===== src/rtl/clock_freq_meter_pkg.sv =====
// Shared types and width helpers for the clock frequency meter and its divider.
// The dividend is a full-width product of a counter value and a 32-bit clock frequency.
package clock_freq_meter_pkg;

  typedef enum logic [2:0] {
    IDLE,
    LATCH,
    WAIT_LOW,
    WAIT_HIGH,
    MULT,
    DIVIDE,
    DONE
  } state_t;

  localparam int LOCAL_FREQ_WIDTH = 32;

  function automatic int dividend_width(input int counter_width);
    return counter_width + LOCAL_FREQ_WIDTH;
  endfunction

endpackage


===== src/rtl/clock_freq_meter_if.sv =====
// Latch/valid snapshot handshake between the frequency meter (master) and the counter block (slave).
interface clock_freq_meter_if #(
    parameter int COUNTER_WIDTH = 64
) ();

    logic                     latch_counters;
    logic                     counter_valid;
    logic [COUNTER_WIDTH-1:0] clk_local_counter;
    logic [COUNTER_WIDTH-1:0] clk_extern_counter;

    modport master (
        output latch_counters,
        input  counter_valid,
        input  clk_local_counter,
        input  clk_extern_counter
    );

    modport slave (
        input  latch_counters,
        output counter_valid,
        output clk_local_counter,
        output clk_extern_counter
    );

endinterface


===== src/rtl/seq_divider.sv =====
// Restoring unsigned divider, one quotient bit per cycle, MSB first.
// The first step is taken on the start edge, so the quotient is final DIVIDEND_WIDTH edges later.
module seq_divider #(
    parameter int DIVIDEND_WIDTH = 96,
    parameter int DIVISOR_WIDTH  = 64
) (
    input  logic                      i_clk,
    input  logic                      i_rst_n,
    input  logic                      i_start,
    input  logic [DIVIDEND_WIDTH-1:0] i_dividend,
    input  logic [DIVISOR_WIDTH-1:0]  i_divisor,
    output logic                      o_busy,
    output logic                      o_done,
    output logic [DIVIDEND_WIDTH-1:0] o_quotient
);

    localparam int CNT_WIDTH = $clog2(DIVIDEND_WIDTH + 1);

    logic [DIVISOR_WIDTH-1:0]  rem_q, divisor_q;
    logic [DIVIDEND_WIDTH-1:0] quo_q;
    logic [CNT_WIDTH-1:0]      cnt_q;
    logic                      busy_q, done_q;

    logic [DIVISOR_WIDTH-1:0]  src_rem, src_div, rem_next;
    logic [DIVIDEND_WIDTH-1:0] src_quo, quo_next;
    logic [DIVISOR_WIDTH:0]    trial;

    // NOTE: every always_comb output gets a default first, so no path can infer a latch.
    always_comb begin
        src_rem  = i_start ? '0 : rem_q;
        src_quo  = i_start ? i_dividend : quo_q;
        src_div  = i_start ? i_divisor : divisor_q;
        trial    = {src_rem, src_quo[DIVIDEND_WIDTH-1]};
        rem_next = trial[DIVISOR_WIDTH-1:0];
        quo_next = {src_quo[DIVIDEND_WIDTH-2:0], 1'b0};
        if (trial >= {1'b0, src_div}) begin
            rem_next = DIVISOR_WIDTH'(trial - {1'b0, src_div});
            quo_next = {src_quo[DIVIDEND_WIDTH-2:0], 1'b1};
        end
    end

    // NOTE: state uses non-blocking assignments so every register samples pre-edge values.
    always_ff @(posedge i_clk or negedge i_rst_n) begin
        if (!i_rst_n) begin
            rem_q     <= '0;
            divisor_q <= '0;
            quo_q     <= '0;
            cnt_q     <= '0;
            busy_q    <= 1'b0;
            done_q    <= 1'b0;
        end else begin
            done_q <= 1'b0;
            if (i_start) begin
                rem_q     <= rem_next;
                quo_q     <= quo_next;
                divisor_q <= i_divisor;
                cnt_q     <= CNT_WIDTH'(DIVIDEND_WIDTH - 1);
                busy_q    <= 1'b1;
            end else if (busy_q) begin
                rem_q <= rem_next;
                quo_q <= quo_next;
                cnt_q <= cnt_q - CNT_WIDTH'(1);
                if (cnt_q == CNT_WIDTH'(1)) begin
                    busy_q <= 1'b0;
                    done_q <= 1'b1;
                end
            end
        end
    end

    assign o_busy     = busy_q;
    assign o_done     = done_q;
    assign o_quotient = quo_q;

endmodule


===== src/rtl/clock_freq_meter.sv =====
// Periodically snapshots a local/external counter pair and reports
// f_ext = LOCAL_FREQ_HZ * ext / local in Hz, saturating to FREQ_WIDTH bits.
module clock_freq_meter
    import clock_freq_meter_pkg::*;
#(
    parameter logic [31:0] LOCAL_FREQ_HZ  = 32'd100_000_000,
    parameter int          COUNTER_WIDTH  = 64,
    parameter int          FREQ_WIDTH     = 32,
    parameter int          MEASURE_PERIOD = 1_000_000,
    parameter int          VALID_TIMEOUT  = 1024
) (
    input  logic                  i_clk,
    input  logic                  i_rst_n,
    input  logic                  i_enable,
    clock_freq_meter_if.master    ctr_bus,
    output logic [FREQ_WIDTH-1:0] o_freq_hz,
    output logic                  o_freq_valid,
    output logic                  o_no_clock,
    output logic                  o_timeout
);

    localparam int DIVIDEND_WIDTH = dividend_width(COUNTER_WIDTH);
    localparam int PERIOD_WIDTH   = $clog2(MEASURE_PERIOD + 1);
    localparam int TIMEOUT_WIDTH  = $clog2(VALID_TIMEOUT + 1);
    localparam logic [PERIOD_WIDTH-1:0]  PERIOD_LAST  = PERIOD_WIDTH'(MEASURE_PERIOD - 1);
    localparam logic [TIMEOUT_WIDTH-1:0] TIMEOUT_LAST = TIMEOUT_WIDTH'(VALID_TIMEOUT - 1);

    state_t                    state_q;
    logic [PERIOD_WIDTH-1:0]   period_cnt_q;
    logic [TIMEOUT_WIDTH-1:0]  timeout_cnt_q;
    logic                      pending_q;
    logic                      latch_q;
    logic [COUNTER_WIDTH-1:0]  local_q, ext_q;

    logic                      period_expired;
    logic                      snap_zero;
    logic                      div_start, div_busy, div_done;
    logic [DIVIDEND_WIDTH-1:0] dividend, div_quotient;
    logic                      quotient_overflow;
    logic [FREQ_WIDTH-1:0]     freq_sat;

    assign period_expired    = i_enable && (period_cnt_q == PERIOD_LAST);
    assign snap_zero         = (local_q == '0) || (ext_q == '0);
    assign dividend          = DIVIDEND_WIDTH'(ext_q) * DIVIDEND_WIDTH'(LOCAL_FREQ_HZ);
    assign div_start         = (state_q == MULT) && !snap_zero;
    assign quotient_overflow = |div_quotient[DIVIDEND_WIDTH-1:FREQ_WIDTH];
    assign freq_sat          = quotient_overflow ? '1 : div_quotient[FREQ_WIDTH-1:0];
    assign ctr_bus.latch_counters = latch_q;

    // Free-running while enabled, independent of the FSM, so requests stay evenly spaced.
    always_ff @(posedge i_clk or negedge i_rst_n) begin
        if (!i_rst_n) begin
            period_cnt_q <= '0;
        end else if (!i_enable || period_expired) begin
            period_cnt_q <= '0;
        end else begin
            period_cnt_q <= period_cnt_q + PERIOD_WIDTH'(1);
        end
    end

    always_ff @(posedge i_clk or negedge i_rst_n) begin
        if (!i_rst_n) begin
            state_q       <= IDLE;
            timeout_cnt_q <= '0;
            pending_q     <= 1'b0;
            latch_q       <= 1'b0;
            local_q       <= '0;
            ext_q         <= '0;
            o_freq_hz     <= '0;
            o_freq_valid  <= 1'b0;
            o_no_clock    <= 1'b0;
            o_timeout     <= 1'b0;
        end else begin
            latch_q      <= 1'b0;
            o_freq_valid <= 1'b0;
            if (!i_enable) begin
                pending_q <= 1'b0;
            end else if (period_expired && state_q != IDLE) begin
                pending_q <= 1'b1;
            end

            case (state_q)
                IDLE: begin
                    if (i_enable && (period_expired || pending_q)) begin
                        state_q   <= LATCH;
                        latch_q   <= 1'b1;
                        pending_q <= 1'b0;
                    end
                end
                LATCH: begin
                    state_q       <= WAIT_LOW;
                    timeout_cnt_q <= '0;
                end
                WAIT_LOW, WAIT_HIGH: begin
                    // The stale high valid seen right after the request is never taken as data.
                    if (state_q == WAIT_HIGH && ctr_bus.counter_valid) begin
                        local_q <= ctr_bus.clk_local_counter;
                        ext_q   <= ctr_bus.clk_extern_counter;
                        state_q <= MULT;
                    end else if (timeout_cnt_q == TIMEOUT_LAST) begin
                        o_timeout <= 1'b1;
                        state_q   <= IDLE;
                    end else begin
                        timeout_cnt_q <= timeout_cnt_q + TIMEOUT_WIDTH'(1);
                        if (state_q == WAIT_LOW && !ctr_bus.counter_valid) begin
                            state_q <= WAIT_HIGH;
                        end
                    end
                end
                MULT: begin
                    if (snap_zero) begin
                        o_freq_hz    <= '0;
                        o_no_clock   <= 1'b1;
                        o_freq_valid <= 1'b1;
                        state_q      <= IDLE;
                    end else begin
                        state_q <= DIVIDE;
                    end
                end
                DIVIDE: begin
                    if (div_done && !div_busy) begin
                        o_freq_hz    <= freq_sat;
                        o_no_clock   <= 1'b0;
                        o_timeout    <= 1'b0;
                        o_freq_valid <= 1'b1;
                        state_q      <= DONE;
                    end
                end
                DONE:    state_q <= IDLE;
                default: state_q <= IDLE;
            endcase
        end
    end

    seq_divider #(
        .DIVIDEND_WIDTH(DIVIDEND_WIDTH),
        .DIVISOR_WIDTH (COUNTER_WIDTH)
    ) u_divider (
        .i_clk     (i_clk),
        .i_rst_n   (i_rst_n),
        .i_start   (div_start),
        .i_dividend(dividend),
        .i_divisor (local_q),
        .o_busy    (div_busy),
        .o_done    (div_done),
        .o_quotient(div_quotient)
    );

endmodule


===== src/flat_wrapper.sv =====
// flat-port wrapper written by rule: the top's interface ports become plain ports
module clock_freq_meter_flat import clock_freq_meter_pkg::*;
#(
    parameter logic [31:0] LOCAL_FREQ_HZ  = 32'd100_000_000,
    parameter int          COUNTER_WIDTH  = 64,
    parameter int          FREQ_WIDTH     = 32,
    parameter int          MEASURE_PERIOD = 1_000_000,
    parameter int          VALID_TIMEOUT  = 1024
)
  (i_clk, i_rst_n, i_enable, o_freq_hz, o_freq_valid, o_no_clock, o_timeout, ctr_bus_latch_counters, ctr_bus_counter_valid, ctr_bus_clk_local_counter, ctr_bus_clk_extern_counter);
  clock_freq_meter_if #(.COUNTER_WIDTH(COUNTER_WIDTH)) ctr_bus_i ();
  input  logic i_clk;
  input  logic i_rst_n;
  input  logic i_enable;
  output logic [FREQ_WIDTH-1:0] o_freq_hz;
  output logic o_freq_valid;
  output logic o_no_clock;
  output logic o_timeout;
  output wire logic [$bits(ctr_bus_i.latch_counters)-1:0] ctr_bus_latch_counters;
  input wire logic [$bits(ctr_bus_i.counter_valid)-1:0] ctr_bus_counter_valid;
  input wire logic [$bits(ctr_bus_i.clk_local_counter)-1:0] ctr_bus_clk_local_counter;
  input wire logic [$bits(ctr_bus_i.clk_extern_counter)-1:0] ctr_bus_clk_extern_counter;
  assign ctr_bus_latch_counters = ctr_bus_i.latch_counters;
  assign ctr_bus_i.counter_valid = ctr_bus_counter_valid;
  assign ctr_bus_i.clk_local_counter = ctr_bus_clk_local_counter;
  assign ctr_bus_i.clk_extern_counter = ctr_bus_clk_extern_counter;
  clock_freq_meter #(.LOCAL_FREQ_HZ(LOCAL_FREQ_HZ), .COUNTER_WIDTH(COUNTER_WIDTH), .FREQ_WIDTH(FREQ_WIDTH), .MEASURE_PERIOD(MEASURE_PERIOD), .VALID_TIMEOUT(VALID_TIMEOUT)) u_core (.i_clk(i_clk), .i_rst_n(i_rst_n), .i_enable(i_enable), .ctr_bus(ctr_bus_i), .o_freq_hz(o_freq_hz), .o_freq_valid(o_freq_valid), .o_no_clock(o_no_clock), .o_timeout(o_timeout));
endmodule

===== config.mk =====
export PLATFORM = sky130hd
export DESIGN_NAME = clock_freq_meter_flat
export DESIGN_NICKNAME = d
export VERILOG_FILES = /design/src/rtl/clock_freq_meter_pkg.sv /design/src/rtl/clock_freq_meter_if.sv /design/src/rtl/seq_divider.sv /design/src/rtl/clock_freq_meter.sv /design/src/flat_wrapper.sv
export SDC_FILE = /design/constraint.sdc
export NUM_CORES = 2
export LEC_CHECK = 0
export ABC_CLOCK_PERIOD_IN_PS = 7800
export BUFFER_PORTS_ARGS = -buffer_cell sky130_fd_sc_hd__buf_2
export CAP_MARGIN = 20
export CORE_MARGIN = 5
export CORE_UTILIZATION = 55
export DETAILED_ROUTE_END_ITERATION = 10
export PLACE_DENSITY = 0.73
export SLEW_MARGIN = 5
export SYNTH_ARGS = -nofsm -noshare
export SYNTH_HDL_FRONTEND = slang
export SYNTH_HIERARCHICAL = 1
export SYNTH_SLANG_ARGS = --single-unit

===== constraint.sdc =====
create_clock -name i_clk -period 7.8 [get_ports i_clk]
set_input_delay 0.39 -clock i_clk [delete_from_list [all_inputs] [get_ports i_clk]]
set_output_delay 0.39 -clock i_clk [all_outputs]
set_load 0.05 [all_outputs]

==> out/qor.yml <==
run_status:
  status: "complete, no violations"
clock_network:
  cts_buffers: 51
  htreeDepth: 2
  clock_path_buffers: 3
  root_buffer: "clkbuf_16"
  clock_sinks: 432
  clkTransAtPathRegs_ps: 60
  cts_tree: "yes"
  ctsResizeCount: 0
  clock_latency_ps: 620
global_routing:
  grt_max_degree: 159
  grt_pass1_wl_um: 197000
  antenna_found_initial: 3
  overflow: 0
  grt_pass1_vias: 36100
  grt_util_all_layers_pct: 27.1
logic_synthesis:
  synth_edf_count: 0
  synth_commonest_cells: "inv_1 (853), fa_1 (564), ha_1 (491)"
  netlist_area_um2: 46500
  yosys_most_used_dff: "dfrtp_1"
  yosysWarningCount: 6
  synth.avg_cell_area_um2: 9.89
  ys_seq_area_share_pct: 23.2
  synthCells: 4706
  synth.largest_area_cell: "fa_1"
  synth_cell_types: 92
  netlist.area_leader.share_pct: 24.3
  synthTopCellsByArea: "fa_1 (24%), dfrtp_1 (23%), ha_1 (13%), inv_1 (6.9%), mux2i_1 (3.6%)"
  yosys_register_bits: 432
  async_flop_share_pct: 100
  yosysMostFrequentCell: "inv_1"
sta:
  post-route-min-period_ps: 7220
  max_freq_mhz: 138
  maxSlewViolCount: 0
  fin_worst_skew_ps: 33.7
  setup_tns_ps: 0
  fin_crit_sh_pct: 92.6
  slew_headroom_pct: 30.0
  worst_pin_slew_ps: 1050
  rsz0062_at_grt: "no"
  hold_viol_final: 0
  setup_viol: 0
cells_and_area:
  n_fill_cell: 7055
  drive_gt1_share_pct: 9.44
  areaGrowthSynthToFinish_pct: 10.0
  multi_input_area_um2: 31800
  regArea_um2: 10800
  nNetsFinal: 6094
floorplanning:
  die_h_um: 301
  core_um2: 83800
  start_util_pct: 55.5
  die_area_um2: 90500
  placementRows: 106
  pin_count: 168
  die_w_um: 301
setup_path:
  cp_data_required_time_ps: 8330
  crit_slowest_cell: "nor4_1"
  cpPeakStageDelay_ps: 690
  critPathMaxFanout: 45
  crit_family: "compound AO/OA/AOI/OAI gates"
  critPathLaunch: "u_core/ext_q[9]$_DFFE_PN0P_"
  crit_type: "register to register"
  cp.arrival_ps: 7760
  worst_path_most_repeated_cell: "buf_4"
  cp-end-kind: "register"
  start_kind: "register"
  cp_num_buf_inv: 4
  r2r-start: "u_core/ext_q[9]$_DFFE_PN0P_"
  worstPathCellList: "inv_1 > ha_1 > nand4_1 > nor4_1 > buf_4 > a21oi_1 > and3_4 > buf_4 > mux2i_1 > ha_1 > a21o_1 > a31oi_1 > o22ai_1 > a211oi_1 > o211ai_1 > a41o_1 > a21oi_4 > buf_4 > mux2_2 > a21oi_1"
drt:
  dr_wl_met2_um: 56500
  drt_iter0_drc: 2533
  via_per_inst: 5.62
  top_layer_used: "met4"
  wl_um: 120000
  wl_per_cell_um: 19.8
  ant_nets: 0
  drc: 0
  wl_met1_um: 52800
  wl_met3_um: 7140
  first_pass_iters: 5
  vias: 34200
placement:
  port_buffers: 167
  hpwl_um: 96500
  gp_congestion: 0.986
worst_hold_path:
  hold_class: "input port to register"
  min-delay-start: "ctr_bus_clk_local_counter[19]"
flow_run:
  drv_cap: 0
==> state kept, by name, indices dropped and copies added, names as in the netlist, 11 cells and up <==
register	count
u_core/timeout_cnt_q	11
u_core/o_freq_hz	32
u_core/period_cnt_q	20
u_core/u_divider/o_quotient	96
u_core/u_divider/divisor_q	64
u_core/local_q	64
u_core/u_divider/rem_q	64
u_core/ext_q	64
==> what timing repair did <==
action / CTS / global route
buffers inserted: 0 / 0
hold buffers: 94 / 0
endpoints found under the hold margin: 198 / 0
==> worst paths after layout <==
check | end | slack (ps) | depth (start not counted)
min reg2reg | u_core/o_no_clock$_DFFE_PN0P_ | 470 | 2
max reg2reg | u_core/u_divider/rem_q[0]$_DFFE_PN0P_ | 580 | 20
max | u_core/u_divider/rem_q[0]$_DFFE_PN0P_ | 580 | 20
min in group asynchronous | u_core/local_q[57]$_DFFE_PN0P_ | 420 | 2
max in group asynchronous | u_core/u_divider/o_busy$_DFF_PN0_ | 5930 | 3
min | u_core/local_q[19]$_DFFE_PN0P_ | 30 | 2
==> kinds of logic (layout without fill, tap and decap cells) <==
group,count (synthesis),in the layout,synth area share (%)
fa+ha+maj,1055,1055,37.5
buf+inv,1019,1246,8.44
simple gates,855,855,9.07
compound gates,845,845,11.2
flops,432,432,23.2
mux,299,299,6.78
xor+xnor,200,200,3.76
other cells,1,15,0.00806
==> layout make-up <==
type | instances | area share [%]
flip-flops and latches | 432 | 21.1
inverters | 854 | 6.26
diodes | 2 | 0.00978
well taps | 1134 | 2.77
clock inverters | 19 | 0.670
clock buffers | 72 | 2.80
repair buffers | 301 | 4.13
multi-input cells | 3267 | 62.2
==> layer usage <==
metal,global-route usage (%),vias up
li1,-,15900
met1,38.2,17000
met2,44.2,1034
met3,3.93,230
met4,7.74,0
met5,0,-
==> layout by cell type (no fill, tap or decap), drive strengths merged, types with 118 or more instances in the layout <==
master / instances
inv: 855
fa: 564
ha: 491
dfrtp: 432
o21ai: 286
nand2: 276
a21oi: 239
buf: 207
nor2: 176
mux2i: 168
mux2: 131
xor2: 118
==> through the flow <==
step	area (µm²)	cells	hold WS, ps	setup WS, ps	util, %
2_1_floorplan	46600	4718	94.4	1710	-
3_3_place_gp	48500	5894	462	739	57.8
3_5_place_dp	48500	5894	466	727	57.8
4_1_cts	51200	6079	1.60	646	61.1
5_1_grt	51200	6079	4.19	195	61.1
6_report	51200	6081	25.6	577	61.1
Power is not shown: default switching activity piles up to over one toggle a cycle in this logic, so the estimate is an artifact.
